## config.mk

```make
export PLATFORM = sky130hd
export DESIGN_NAME = ifetch
export DESIGN_NICKNAME = d
export VERILOG_FILES = /design/src/rtl/ifetch_pkg.sv /design/src/rtl/ifetch_fifo.sv /design/src/rtl/ifetch.sv
export SDC_FILE = /design/constraint.sdc
export NUM_CORES = 1
export LEC_CHECK = 0
export ABC_AREA = 0
export CORE_AREA = 10 10 191 193
export DETAILED_ROUTE_END_ITERATION = 16
export DIE_AREA = 0 0 201 203
export GPL_ROUTABILITY_DRIVEN = 0
export GPL_TIMING_DRIVEN = 0
export MAX_ROUTING_LAYER = met4
export PLACE_DENSITY = 0.49
export SLEW_MARGIN = 30
export SYNTH_ARGS = -nofsm -noshare
export SYNTH_HDL_FRONTEND = slang
export SYNTH_SLANG_ARGS = --single-unit
```

## constraint.sdc

```tcl
create_clock -name clk -period 10.2 [get_ports clk]
set_clock_uncertainty 0.2 [all_clocks]
set_input_delay 2.04 -clock clk [delete_from_list [all_inputs] [get_ports clk]]
set_output_delay 2.04 -clock clk [all_outputs]
set_load 0.1 [all_outputs]
```

## src/rtl/ifetch_pkg.sv

```systemverilog
// ifetch_pkg: shared types and constants for the instruction fetch unit.
//   if_state_e  - fetch FSM state (INIT, ISSUE, WAIT, DROP)
//   if_entry_t  - instruction queue entry {pc, inst}
//   IF_ALIGN_MASK / IF_PC_STEP - word alignment mask and sequential PC step
//   if_align()  - clears the byte-offset bits of an address
package ifetch_pkg;

    typedef enum logic [1:0] {
        ST_INIT  = 2'd0,
        ST_ISSUE = 2'd1,
        ST_WAIT  = 2'd2,
        ST_DROP  = 2'd3
    } if_state_e;

    typedef struct packed {
        logic [31:0] pc;
        logic [31:0] inst;
    } if_entry_t;

    localparam logic [31:0] IF_ALIGN_MASK = 32'hFFFF_FFFC;
    localparam logic [31:0] IF_PC_STEP    = 32'd4;

    function automatic logic [31:0] if_align(input logic [31:0] addr);
        return addr & IF_ALIGN_MASK;
    endfunction

endpackage

```

## src/rtl/ifetch_fifo.sv

```systemverilog
// ifetch_fifo: DEPTH-entry synchronous instruction queue with flush.
// Ports:
//   clk, rst      - clock, synchronous active-high reset
//   flush_i       - empty the queue; overrides push and pop in the same cycle
//   push_i        - write push_data_i at the tail (caller guarantees not full)
//   pop_i         - drop the head entry (ignored when empty)
//   count_o       - current occupancy
//   valid_o       - registered "queue not empty"
//   head_o        - head entry, forced to zero when the queue is empty
module ifetch_fifo
    import ifetch_pkg::*;
#(
    parameter int DEPTH = 2
) (
    input  logic                   clk,
    input  logic                   rst,
    input  logic                   flush_i,
    input  logic                   push_i,
    input  if_entry_t              push_data_i,
    input  logic                   pop_i,
    output logic [$clog2(DEPTH):0] count_o,
    output logic                   valid_o,
    output if_entry_t              head_o
);

    localparam int AW = $clog2(DEPTH);
    localparam int CW = AW + 1;

    if_entry_t         mem_q [DEPTH];
    logic [AW-1:0]     head_q, head_d;
    logic [AW-1:0]     tail_q, tail_d;
    logic [CW-1:0]     count_q, count_d;
    logic              valid_q;
    logic              pop_s;

    // Pointer and occupancy next-state; DEPTH is a power of two so pointers wrap naturally.
    always_comb begin
        pop_s = pop_i & valid_q;
        if (flush_i) begin
            head_d  = '0;
            tail_d  = '0;
            count_d = '0;
        end else begin
            head_d  = pop_s  ? head_q + AW'(1) : head_q;
            tail_d  = push_i ? tail_q + AW'(1) : tail_q;
            count_d = count_q + CW'(push_i) - CW'(pop_s);
        end
    end

    // Pointer, occupancy and valid registers.
    always_ff @(posedge clk) begin
        if (rst) begin
            head_q  <= '0;
            tail_q  <= '0;
            count_q <= '0;
            valid_q <= 1'b0;
        end else begin
            head_q  <= head_d;
            tail_q  <= tail_d;
            count_q <= count_d;
            valid_q <= (count_d != '0);
        end
    end

    // Entry storage; a flushed push is never written.
    always_ff @(posedge clk) begin
        if (rst) begin
            for (int i = 0; i < DEPTH; i++) begin
                mem_q[i] <= '0;
            end
        end else if (push_i && !flush_i) begin
            mem_q[tail_q] <= push_data_i;
        end
    end

    // Head view: zeroed while empty so decode never sees stale data.
    always_comb begin
        if (valid_q) begin
            head_o = mem_q[head_q];
        end else begin
            head_o = '0;
        end
    end

    assign count_o = count_q;
    assign valid_o = valid_q;

endmodule

```

## src/rtl/ifetch.sv

```systemverilog
// ifetch: instruction fetch unit (requesting side of the instruction memory port).
// Keeps the fetch PC, issues one word read at a time, queues returned
// instructions with their PCs for decode, and handles branch redirects.
// Ports:
//   clk, rst                 - clock, synchronous active-high reset
//   o_ren, o_addr            - registered read strobe / word address (held until i_rvd)
//   i_rvd, i_inst            - response strobe / data
//   i_redir, i_redir_pc      - redirect strobe / target (low two bits ignored)
//   o_valid, o_inst, o_pc    - queue head to decode
//   i_ready                  - decode accepts head
// Optional feature macro IFETCH_PERF_EN adds o_fetch_cnt (pops) and
// o_drop_cnt (discarded responses).
module ifetch
    import ifetch_pkg::*;
#(
    parameter logic [31:0] RESET_PC = 32'h0,
    parameter int          DEPTH    = 2
) (
    input  logic        clk,
    input  logic        rst,
    output logic        o_ren,
    output logic [31:0] o_addr,
    input  logic        i_rvd,
    input  logic [31:0] i_inst,
    input  logic        i_redir,
    input  logic [31:0] i_redir_pc,
    output logic        o_valid,
    output logic [31:0] o_inst,
    output logic [31:0] o_pc,
    input  logic        i_ready
`ifdef IFETCH_PERF_EN
    ,
    output logic [31:0] o_fetch_cnt,
    output logic [31:0] o_drop_cnt
`endif
);

    localparam int CW = $clog2(DEPTH) + 1;

    if_state_e     state_q, state_d;
    logic [31:0]   pc_q, pc_d;
    logic [31:0]   addr_q, addr_d;
    logic          ren_q, ren_d;

    logic          flush_s, push_s, pop_s, rvd_live_s, free_s, issue_s;
    logic [CW-1:0] occ_s, occ_next_s;
    if_entry_t     push_data_s, head_s;
    logic          valid_s;

    // Event decode. o_ren is registered, so the issue decision is taken one
    // cycle early against next-cycle occupancy; this lets a response or a pop
    // free a slot and the next request leave on the very next cycle.
    always_comb begin
        flush_s    = i_redir & (state_q != ST_INIT);
        rvd_live_s = i_rvd & ((state_q == ST_WAIT) | (state_q == ST_DROP));
        push_s     = i_rvd & (state_q == ST_WAIT) & ~i_redir;
        pop_s      = valid_s & i_ready & ~flush_s;
        free_s     = (state_q == ST_ISSUE) | rvd_live_s;
        if (flush_s) begin
            occ_next_s = '0;
        end else begin
            occ_next_s = occ_s + CW'(push_s) - CW'(pop_s);
        end
        issue_s          = free_s & (occ_next_s < CW'(DEPTH));
        push_data_s.pc   = pc_q;
        push_data_s.inst = i_inst;
    end

    // FSM state register.
    always_ff @(posedge clk) begin
        if (rst) begin
            state_q <= ST_INIT;
        end else begin
            state_q <= state_d;
        end
    end

    // FSM next-state logic.
    always_comb begin
        state_d = state_q;
        case (state_q)
            ST_INIT: begin
                state_d = ST_ISSUE;
            end
            ST_ISSUE: begin
                state_d = issue_s ? ST_WAIT : ST_ISSUE;
            end
            ST_WAIT: begin
                if (i_rvd) begin
                    state_d = issue_s ? ST_WAIT : ST_ISSUE;
                end else if (i_redir) begin
                    state_d = ST_DROP;
                end else begin
                    state_d = ST_WAIT;
                end
            end
            ST_DROP: begin
                if (i_rvd) begin
                    state_d = issue_s ? ST_WAIT : ST_ISSUE;
                end else begin
                    state_d = ST_DROP;
                end
            end
            default: begin
                state_d = ST_INIT;
            end
        endcase
    end

    // FSM outputs: PC update and the next request strobe/address.
    // pc_q tracks the outstanding request address while in WAIT.
    always_comb begin
        if (i_redir) begin
            pc_d = if_align(i_redir_pc);
        end else if (push_s) begin
            pc_d = pc_q + IF_PC_STEP;
        end else begin
            pc_d = pc_q;
        end
        ren_d = issue_s;
        if (issue_s) begin
            addr_d = pc_d;
        end else begin
            addr_d = addr_q;
        end
    end

    // PC and memory-port output registers.
    always_ff @(posedge clk) begin
        if (rst) begin
            pc_q   <= RESET_PC;
            addr_q <= RESET_PC;
            ren_q  <= 1'b0;
        end else begin
            pc_q   <= pc_d;
            addr_q <= addr_d;
            ren_q  <= ren_d;
        end
    end

    ifetch_fifo #(
        .DEPTH (DEPTH)
    ) u_fifo (
        .clk         (clk),
        .rst         (rst),
        .flush_i     (flush_s),
        .push_i      (push_s),
        .push_data_i (push_data_s),
        .pop_i       (pop_s),
        .count_o     (occ_s),
        .valid_o     (valid_s),
        .head_o      (head_s)
    );

    assign o_ren   = ren_q;
    assign o_addr  = addr_q;
    assign o_valid = valid_s;
    assign o_inst  = head_s.inst;
    assign o_pc    = head_s.pc;

`ifdef IFETCH_PERF_EN
    logic [31:0] fetch_cnt_q;
    logic [31:0] drop_cnt_q;
    logic        drop_s;

    // A live response that is not pushed was discarded (stale or redirected).
    assign drop_s = rvd_live_s & ~push_s;

    // Performance counters, wrapping at 2^32.
    always_ff @(posedge clk) begin
        if (rst) begin
            fetch_cnt_q <= 32'd0;
            drop_cnt_q  <= 32'd0;
        end else begin
            fetch_cnt_q <= fetch_cnt_q + {31'd0, pop_s};
            drop_cnt_q  <= drop_cnt_q + {31'd0, drop_s};
        end
    end

    assign o_fetch_cnt = fetch_cnt_q;
    assign o_drop_cnt  = drop_cnt_q;
`endif

endmodule

```

Word-level counts from Yosys, hierarchy flattened
Memory sizes are Yosys's and may differ from the RTL's. A register that Yosys moved wholly into a read port is not among the register bits.
Cells that the tools add are included.
{"block": "totals", "reg_bits": 72, "n_memories": 1, "ramBits": 128, "inputBits": 69, "word_cells": 58, "out_inout_bits": 98}
{"block": "op_classes", "n_bitwise": 12, "n_eq_ne": 3, "n_reduce_logical": 7, "n_lt_le_gt_ge": 1, "muxes": 20, "add_sub_neg": 6}
{"name": "u_fifo.mem_q", "words": 2, "word_bits": 64, "rd": 1, "rd_clocked_by_memory_dff": 1, "wr": 2, "line": "ifetch_fifo.sv:29", "source": "if_entry_t mem_q [DEPTH];"}
{"operator": "2-to-1 mux 64 bit", "n": 2}
{"operator": "2-to-1 mux 32 bit", "n": 2}
{"operator": "OR reduction 64 bit", "n": 1}
{"operator": "adder 32 x 3 -> 32 bit (second input constant)", "n": 1}
{"operator": "2-to-1 mux 1 bit", "n": 10}
{"operator": "2-to-1 mux 2 bit", "n": 5}
{"operator": "bitwise AND 1 bit", "n": 8}
{"operator": "case mux 2 bit (4 select lines)", "n": 1}
{"operator": "equality test 2 bit (second input constant)", "n": 2}
{"operator": "nonzero test 2 bit", "n": 2}
{"operator": "subtractor 2 x 1 -> 2 bit", "n": 2}
{"operator": "adder 1 bit (second input constant)", "n": 2}
{"operator": "adder 2 x 1 -> 2 bit", "n": 1}
{"operator": "equality test 2 x 1 -> 1 bit (second input constant)", "n": 1}
{"operator": "zero test 2 bit", "n": 1}
{"operator": "less-than comparator 2 bit (second input constant)", "n": 1}
{"operator": "inverter 1 bit", "n": 2}
{"operator": "bitwise OR 1 bit", "n": 2}
{"operator": "OR reduction 2 bit", "n": 1}
{"operator": "logical AND 1 bit", "n": 1}
{"operator": "zero test 1 bit", "n": 1}

Depth between registers and ports, before layout
Gate-level depths: netlist (run 1).
{"block": "logic_depth", "ltp_word": 11, "mapped_depth": 10, "depth_no_buf": 8}

By module
From an unflattened synthesis (run 1), not the netlist that was laid out.
{"block": "hier_totals", "hier_cells": 843, "area_unflattened_um2": 9527.9}
{"mod": "ifetch_fifo", "n_inst": 1, "area_per_inst_um2": 6272.3, "cells_each": 456, "seq_area_each_um2": 3963.8}
{"mod": "ifetch", "n_inst": 1, "area_per_inst_um2": 3255.6, "cells_each": 387, "seq_area_each_um2": 1341.3}

Worst setup path before layout (run 1)
Ideal clock, no wire load.
{"block": "synth_path", "path_kind": "input port to flip-flop", "startpoint": "input i_redir", "endpoint": "memory u_fifo.mem_q[0][0] (netlist name) (enable)", "path_buffers": 2, "setup_slack_ps": 2284, "t_required_ps": 9425, "path_stages": 4, "arrival_ps": 7142, "setup_ps": 575, "cell_sequence": "nand4bb_4 -> buf_6 -> clkbuf_1 -> o21ai_0"}
{"element": "start, declared", "line": "ifetch.sv:25", "source": "input logic i_redir,"}
{"element": "end, declared", "line": "ifetch_fifo.sv:29"}

==> impl_metrics.yaml, run 1 <==
floorplanning:
  initial_core_util: 0.289
  die_x_um: 201
  io_pins: 167
  num_rows: 66
  die-area_um2: 40800
  die_h_um: 203
  coreArea_um2: 32500
routing:
  drtIter0Drc: 305
  finalWirelength_um: 28400
  wl_met1_um: 13100
  wl_per_cell_um: 19.2
  dr.max_layer_used: "met4"
  dr_wl_met2_um: 13200
  detail_route.vias_per_cell: 4.57
  drt_first_pass_iters: 6
  met3_length_um: 1650
  num_vias: 6748
  ant_nets: 0
  route.detailed.drc: 0
critical_path:
  r2r-end: "o_addr[29]"
  worstPathMaxFanout: 10
  end_kind: "output port"
  crit_arrival_ns: 3.76
  crit_type: "reg -> out"
  cp.required_ns: 7.96
  startpoint_type: "flip-flop"
  r2r-start: "state_q[0]"
  r2r_setup_slack_ns: 7.04
  reg2reg_depth: 9
synthesis:
  syn_nets: 889
  ys_warn_count: 0
  synth_flop_cell: "edfxtp_1"
  synthArstFlopShare: 0
  ys_top_cells_by_count: "128 x and2_1, 128 x edfxtp_1, 73 x dfxtp_1"
  synth_area_leader_cell: "edfxtp_1"
  synthCells: 817
  synthTopCellsByArea: "edfxtp_1 41%, dfxtp_1 16%, and2_1 8.5%, mux2i_1 7.4%, nor2b_1 4.6%"
  synth.top_cell.area_share: 0.409
  synth_seq_cells: 201
  yosysSeqAreaShare: 0.565
  synth_area_um2: 9390
  synth_edf_count: 128
  synth.distinct_cells: 61
  avgSynthCellArea_um2: 11.5
timing:
  slew-limit-headroom: 0.301
  fin_crit_sh: 0.588
  grt_setup_unrepaired: "no"
  finalSetupViolCount: 0
  report.final.slew_viol_count: 0
  finalHoldViolCount: 0
  worstMarginPinSlew_ns: 1.05
  period_minus_slack_ns: 6.00
  fmax_ghz: 0.167
finish:
  final_nets: 1085
  final_layout_size_suffix_gt1_frac: 0.0892
  area_delta_synth_final_pct: 33.4
  final_core_util: 0.386
global_routing:
  grt_pass1_vias: 6961
  grt_use_total: 0.139
  grt_pass1_wl_um: 42900
  antenna_found_initial: 2
  grt_max_degree: 35
  grt.overflow.total: 0
clocking:
  clk_pin_slew_ns: 0.06
  cts_tree: "built"
  cts_root_buffer: "clkbuf_16"
  worstSkewPairLatency_ns: 0.52
  cts_max_path_buffers: 3
  htree_levels: 1
  cts_sinks: 201
  postCtsHoldBufs: 0
  cts_buffers: 24
  cts_resized: 0
  post_cts.repair.setup_buffers: 0
hold_path:
  hold_start: "o_addr[5]"
  min_path_type: "reg -> reg"
  hold_depth: 2
  holdPathEnd: "o_addr[5]"
power_and_ir_drop:
  pwr-share-comb: 0.165
  clkPwrFrac: 0.407
  p_leak_nw: 4.39
  netSwitchingFraction: 0.282
  p_sw_mw: 0.619
  vdd_drop_max_mv: 0.0999
  p_int_mw: 1.58
  seqPwrFrac: 0.427
  power.density_nw_per_um2: 175
  p_total_mw: 2.19
job:
  maxCapViolations: 0
placed_design:
  hpwl_um: 20700
  io_buffers: 164
run_status:
  status: "completed"
==> metrics by stage <==
stage / area (µm²) / TNS [ns] / instances / hold WS, ns / setup slack (ns)
3_5_place_dp: 11700 / 0 / 1429 / 0.248 / 4.64
3_3_place_gp: 11600 / -147.62 / 1423 / 0.246 / -2.31
2_1_floorplan: 9390 / 0 / 817 / 0.272 / 2.28
4_1_cts: 12500 / 0 / 1473 / 0.255 / 4.06
5_1_grt: 12500 / 0 / 1475 / 0.271 / 3.97
6_report: 12500 / 0 / 1476 / 0.251 / 4.20
==> registers in the layout (all words and copies together) (netlist names), named ones only <==
name,count
u_fifo.head_q,1
o_addr,32
state_q,2
u_fifo.tail_q,1
o_ren,1
u_fifo.valid_o,1
u_fifo.count_o,2
pc_q,32
u_fifo.mem_q,128
==> critical path: stages, from the launching register on <==
cell and delay [ns]:
dfxtp_1 0.30, clkbuf_1 0.68, clkbuf_1 0.69, mux2i_1 0.16
nor2b_1 0.22, clkdlybuf4s50_1 1.19
==> worst max path at each step <==
stage | cells after the start | endpoint
after floorplan | 4 | u_fifo.mem_q[0][0]
after global placement | 5 | u_fifo.mem_q[0][10]
after detailed placement | 5 | o_pc[25]
after CTS | 5 | o_pc[25]
after global routing | 5 | o_pc[25]
final | 5 | o_pc[21]
==> power by group through the flow <==
stage / clock (mW) / sequential (mW) / combinational (mW)
floorplan: 0 / 1.04 / 0.153
global placement: 0 / 0.960 / 0.360
detailed placement: 0 / 0.955 / 0.366
CTS: 0.919 / 0.938 / 0.368
global route: 0.954 / 0.943 / 0.384
finish: 0.894 / 0.938 / 0.363
==> layer usage <==
metal	vias to the layer above	GRT usage
li1	3306	-
met1	3227	0.176
met4	0	0.0319
met5	-	-
met3	33	0.0290
met2	182	0.224
==> final cells by class <==
cell class	instances	area, µm²
clock buffer	39	766
buffer	58	236
inverter	9	33.8
sequential	201	5310
timing repair buffer	170	1720
multi-input combinational	549	3830
tap	442	553
antenna	3	7.51
fill	3252	19900
clock inverter	5	73.8
==> cell usage in the layout, fill, tap and decap left out, types with 15 or more instances in the layout <==
cell / instances
dfxtp_1: 73
nand3_1: 35
and2_1: 128
o21ai_0: 15
clkdlybuf4s50_1: 153
clkbuf_16: 27
clkbuf_1: 55
nor2b_1: 69
mux2i_1: 69
nor2_1: 42
edfxtp_1: 128
nor3_1: 19
nand2_1: 24
==> cells by family after synthesis <==
logic type,Yosys count,share of synthesized area
flops,201,0.565
buf+inv,67,0.0288
xor+xnor,18,0.0168
mux,72,0.0776
simple gates,375,0.244
fa+ha+maj,3,0.00400
compound gates,81,0.0640
(Power assumes the default switching activity.)
==> run 2: changes to the inputs <==
Settings changed: PLACE_DENSITY 0.49 to 0.51.
Clock period 10.2 ns to 5.2 ns, I/O delays scaled along.
==> impl_metrics.yaml, run 2 (synthesis gave the netlist of run 1 again) <==
run_status:
  status: "completed"
clocking:
  clk_pin_slew_ns: 0.06
  worstSkewPairLatency_ns: 0.52
  cts_tree: "built"
  cts_root_buffer: "clkbuf_16"
  cts_max_path_buffers: 3
  postCtsHoldBufs: 0
  cts_sinks: 201
  htree_levels: 1
  post_cts.repair.setup_buffers: 0
  cts_resized: 0
  cts_buffers: 24
critical_path:
  cp.required_ns: 3.96
  crit_arrival_ns: 3.70
  startpoint_type: "flip-flop"
  end_kind: "output port"
  crit_type: "reg -> out"
  r2r-end: "o_addr[29]"
  slowest_stage: "clkdlybuf4s50_1"
  timing.critical_path.mode_cell: "clkbuf_1"
  crit_chain: "clkbuf_1, clkbuf_1, mux2i_1, nor2b_1, clkdlybuf4s50_1"
  endpoint: "o_pc[21]"
  r2r-start: "state_q[0]"
  r2r_setup_slack_ns: 2.07
  cpPeakStageDelay_ns: 1.17
  worstPathMaxFanout: 10
  reg2reg_depth: 9
power_and_ir_drop:
  vdd_drop_max_mv: 0.213
  p_leak_nw: 4.37
  power.density_nw_per_um2: 334
  p_total_mw: 4.16
routing:
  dr.max_layer_used: "met4"
  met3_length_um: 1220
  num_vias: 6748
  drt_first_pass_iters: 4
  wl_met1_um: 13000
  detail_route.vias_per_cell: 4.57
  finalWirelength_um: 28300
  dr_wl_met2_um: 13700
  drtIter0Drc: 342
  route.detailed.drc: 0
  ant_nets: 0
  wl_per_cell_um: 19.1
placed_design:
  placed_cells: 1430
  dpl-instance-area_um2: 11700
  place_ws_ns: 0.691
  io_buffers: 164
  hpwl_um: 20700
finish:
  final_nets: 1086
  area_delta_synth_final_pct: 32.9
  top_register: "u_fifo.mem_q"
  final_layout_size_suffix_gt1_frac: 0.0862
  final_core_util: 0.384
  final_common_cell: "clkdlybuf4s50_1"
  final_cell_mix: "155 x clkdlybuf4s50_1, 128 x and2_1, 128 x edfxtp_1, 73 x dfxtp_1"
  fillers: 3222
  multiInputGateArea_um2: 3830
  largest_register_ff_count: 128
  ff_latch_area_um2: 5310
  fin_area_um2: 12500
  finalNonFillerCells: 1476
floorplanning:
  die_h_um: 203
  initial_core_util: 0.289
  num_rows: 66
  die_x_um: 201
  coreArea_um2: 32500
  io_pins: 167
  die-area_um2: 40800
job:
  maxCapViolations: 0
timing:
  finalSetupViolCount: 0
  period_minus_slack_ns: 4.94
  whs_ns: 0.254
  finalHoldViolCount: 0
  fin_crit_sh: 0.950
  grt_setup_unrepaired: "no"
  timing.final.ws_setup_ns: 0.259
  slew-limit-headroom: 0.300
  report.final.slew_viol_count: 0
  setup_tns_ns: 0
  fmax_ghz: 0.202
  worstMarginPinSlew_ns: 1.05
global_routing:
  grt_max_degree: 29
  grt_pass1_wl_um: 42800
  antenna_found_initial: 2
  grt_pass1_vias: 6989
  grt_use_total: 0.139
  grt.overflow.total: 0
hold_path:
  min_path_type: "reg -> reg"
## run 2: cell types whose count changed in the layout (fill, tap and decap cells not counted), moves of 2 or more
cell             change
bufinv_16            -2
clkinv_2             +2
clkdlybuf4s50_1      +2
buf_2                -2
clkbuf_1             +2
## run 2: cell type report
cell class,instances,area share
antenna,2,0.000401
buffer,58,0.0190
clock buffer,38,0.0583
clock inverter,6,0.00271
inverter,9,0.00271
multi-input combinational,549,0.307
sequential,201,0.425
tap,442,0.0443
timing repair buffer,171,0.140
## run 2: worst min path at each step
stage	endpoint	cells past startpoint	slack, ns	startpoint
2_1_floorplan	flip-flop	2	0.27	u_fifo.head_q
3_3_place_gp	o_addr[3]	2	0.25	o_addr[3]
3_5_place_dp	o_addr[3]	2	0.25	o_addr[3]
4_1_cts	o_addr[3]	2	0.26	o_addr[3]
5_1_grt	o_addr[3]	2	0.27	o_addr[3]
6_report	o_addr[3]	2	0.25	o_addr[3]
## run 2: per-layer routing
metal | global-route usage | vias to the layer above
met5 | - | -
met4 | 0.0292 | 0
met3 | 0.0258 | 38
met2 | 0.229 | 155
met1 | 0.175 | 3248
li1 | - | 3307
## run 2: worst max-delay path, delay by kind of cell, from the launching register on
kind | cells | cell delay, ns
muxes | 1 | 0.16
DFF | 1 | 0.30
buffers and inverters | 3 | 2.51
and+or+nand+nor | 1 | 0.21
## run 2: report_power, final
group / internal, mW / switching [mW]
Sequential: 1.78 / 0.0590
Clock: 0.958 / 0.655
Combinational: 0.208 / 0.503
Total: 2.95 / 1.22
==> run 3: changes to the inputs <==
Settings changed: CORE_AREA 10 10 191 193 to 10 10 151 153, DIE_AREA 0 0 201 203 to 0 0 161 163, PLACE_DENSITY 0.51 to 0.76.
==> impl_metrics.yaml, run 3 (synthesis gave the netlist of run 1 again) <==
floorplanning:
  io_pins: 167
  initial_core_util: 0.471
  die_x_um: 161
  num_rows: 52
  die_h_um: 163
  die-area_um2: 26200
  coreArea_um2: 19900
global_routing:
  grt_pass1_wl_um: 36900
  grt.overflow.total: 0
  antenna_found_initial: 0
  grt_pass1_vias: 6837
  grt_max_degree: 34
  grt_use_total: 0.179
hold_path:
  min_path_type: "reg -> reg"
finish:
  finalNonFillerCells: 1294
  final_cell_mix: "163 x clkdlybuf4s50_1, 128 x and2_1, 128 x edfxtp_1, 73 x dfxtp_1"
  area_delta_synth_final_pct: 29.9
  fin_area_um2: 12200
  final_common_cell: "clkdlybuf4s50_1"
  top_register: "u_fifo.mem_q"
  final_layout_size_suffix_gt1_frac: 0.0743
  final_nets: 1081
  largest_register_ff_count: 128
routing:
  detail_route.vias_per_cell: 5.21
  wl_per_cell_um: 18.2
  route.detailed.drc: 0
  ant_nets: 0
  drt_first_pass_iters: 5
  drtIter0Drc: 511
  finalWirelength_um: 23600
  num_vias: 6746
power_and_ir_drop:
  p_int_mw: 2.88
  netSwitchingFraction: 0.281
  seqPwrFrac: 0.459
  power.density_nw_per_um2: 329
  p_leak_nw: 4.29
  pwr-share-comb: 0.174
  p_sw_mw: 1.12
  vdd_drop_max_mv: 0.230
  clkPwrFrac: 0.368
job:
  maxCapViolations: 0
critical_path:
  end_kind: "output port"
  timing.critical_path.mode_cell: "clkbuf_1"
  cpPeakStageDelay_ns: 1.16
  crit_arrival_ns: 3.50
  crit_type: "reg -> out"
  startpoint_type: "flip-flop"
  worstPathMaxFanout: 10
  cp.required_ns: 3.96
  crit_chain: "clkbuf_1, clkbuf_1, mux2i_1, nor2b_1, clkdlybuf4s50_1"
  slowest_stage: "clkdlybuf4s50_1"
  path_delay_family: "buffers and inverters"
  worst-path-buf-inv: 3
clocking:
  htree_levels: 1
  cts_buffers: 21
  worstSkewPairLatency_ns: 0.49
  cts_resized: 0
  cts_root_buffer: "clkbuf_16"
  clk_pin_slew_ns: 0.06
  cts_max_path_buffers: 3
  post_cts.repair.setup_buffers: 0
  postCtsHoldBufs: 0
  cts_tree: "built"
  cts_sinks: 201
timing:
  finalHoldViolCount: 0
  setup_tns_ns: 0
  worstMarginPinSlew_ns: 1.04
  slew-limit-headroom: 0.301
  grt_setup_unrepaired: "no"
  report.final.slew_viol_count: 0
  finalSetupViolCount: 0
  fmax_ghz: 0.211
  period_minus_slack_ns: 4.74
  fin_crit_sh: 0.911
placed_design:
  io_buffers: 164
  hpwl_um: 17200
  placed_cells: 1256
  dpl-instance-area_um2: 11500
run_status:
  status: "completed"
==> run 3: cell types whose count changed in the layout (fill, tap and decap cells not counted), sizes merged <==
cell | previous run | this run
buf | 24 | 15
bufinv | 0 | 1
clkbuf | 87 | 81
clkdlybuf4s50 | 155 | 163
clkinv | 4 | 3
clkinvlp | 1 | 0
diode | 2 | 1
dlymetal6s2s | 1 | 0
==> run 3: final timing paths <==
kind,startpoint,slack [ns],cells after the start,to
hold / removal,o_addr[2],0.26,2,o_addr[2]
setup reg to reg,u_fifo.tail_q,2.24,5,u_fifo.mem_q[1][44]
hold reg to reg,o_addr[2],0.26,2,o_addr[2]
setup / recovery,flip-flop,0.46,5,o_pc[0]
==> run 3: worst min-delay path, cell delays in order (launching register included) <==
cell and delay [ns]:
dfxtp_1 0.31, nand2_1 0.05, a21oi_1 0.05
==> run 3: through the flow <==
| stage | util | worst slack [ns] | hold WS, ns | power (mW) |
|---|---|---|---|---|
| 2_1_floorplan | - | 0.0136 | 0.272 | 2.34 |
| 3_3_place_gp | 0.571 | -2.38 | 0.242 | 2.55 |
| 3_5_place_dp | 0.577 | 0.912 | 0.249 | 2.57 |
| 4_1_cts | 0.612 | 0.393 | 0.259 | 4.04 |
| 5_1_grt | 0.612 | 0.268 | 0.275 | 4.15 |
| 6_report | 0.612 | 0.461 | 0.256 | 4.01 |
==> run 3: layout make-up <==
class | count | area (µm²)
fillers | 1626 | 7720
inverters | 9 | 33.8
plain buffers | 58 | 236
repair buffers | 169 | 1750
multi-input cells | 549 | 3830
flip-flops and latches | 201 | 5310
clock inverters | 5 | 52.6
diodes | 1 | 2.50
well taps | 270 | 338
clock buffers | 32 | 637
==> run 3: power groups by stage <==
stage	logic (mW)	registers [mW]	clock network, mW
after floorplan	0.300	2.04	0
after global placement	0.678	1.87	0
after detailed placement	0.697	1.87	0
after CTS	0.701	1.84	1.50
after global routing	0.734	1.85	1.57
final	0.696	1.84	1.47
==> run 3: routing by layer <==
layer  share of wire  GRT usage  wire length [µm]
met1            0.45      0.231             10700
met4           0.018     0.0480               420
met5               0          -                 0
met3           0.061     0.0306              1440
met2            0.47      0.286             11100
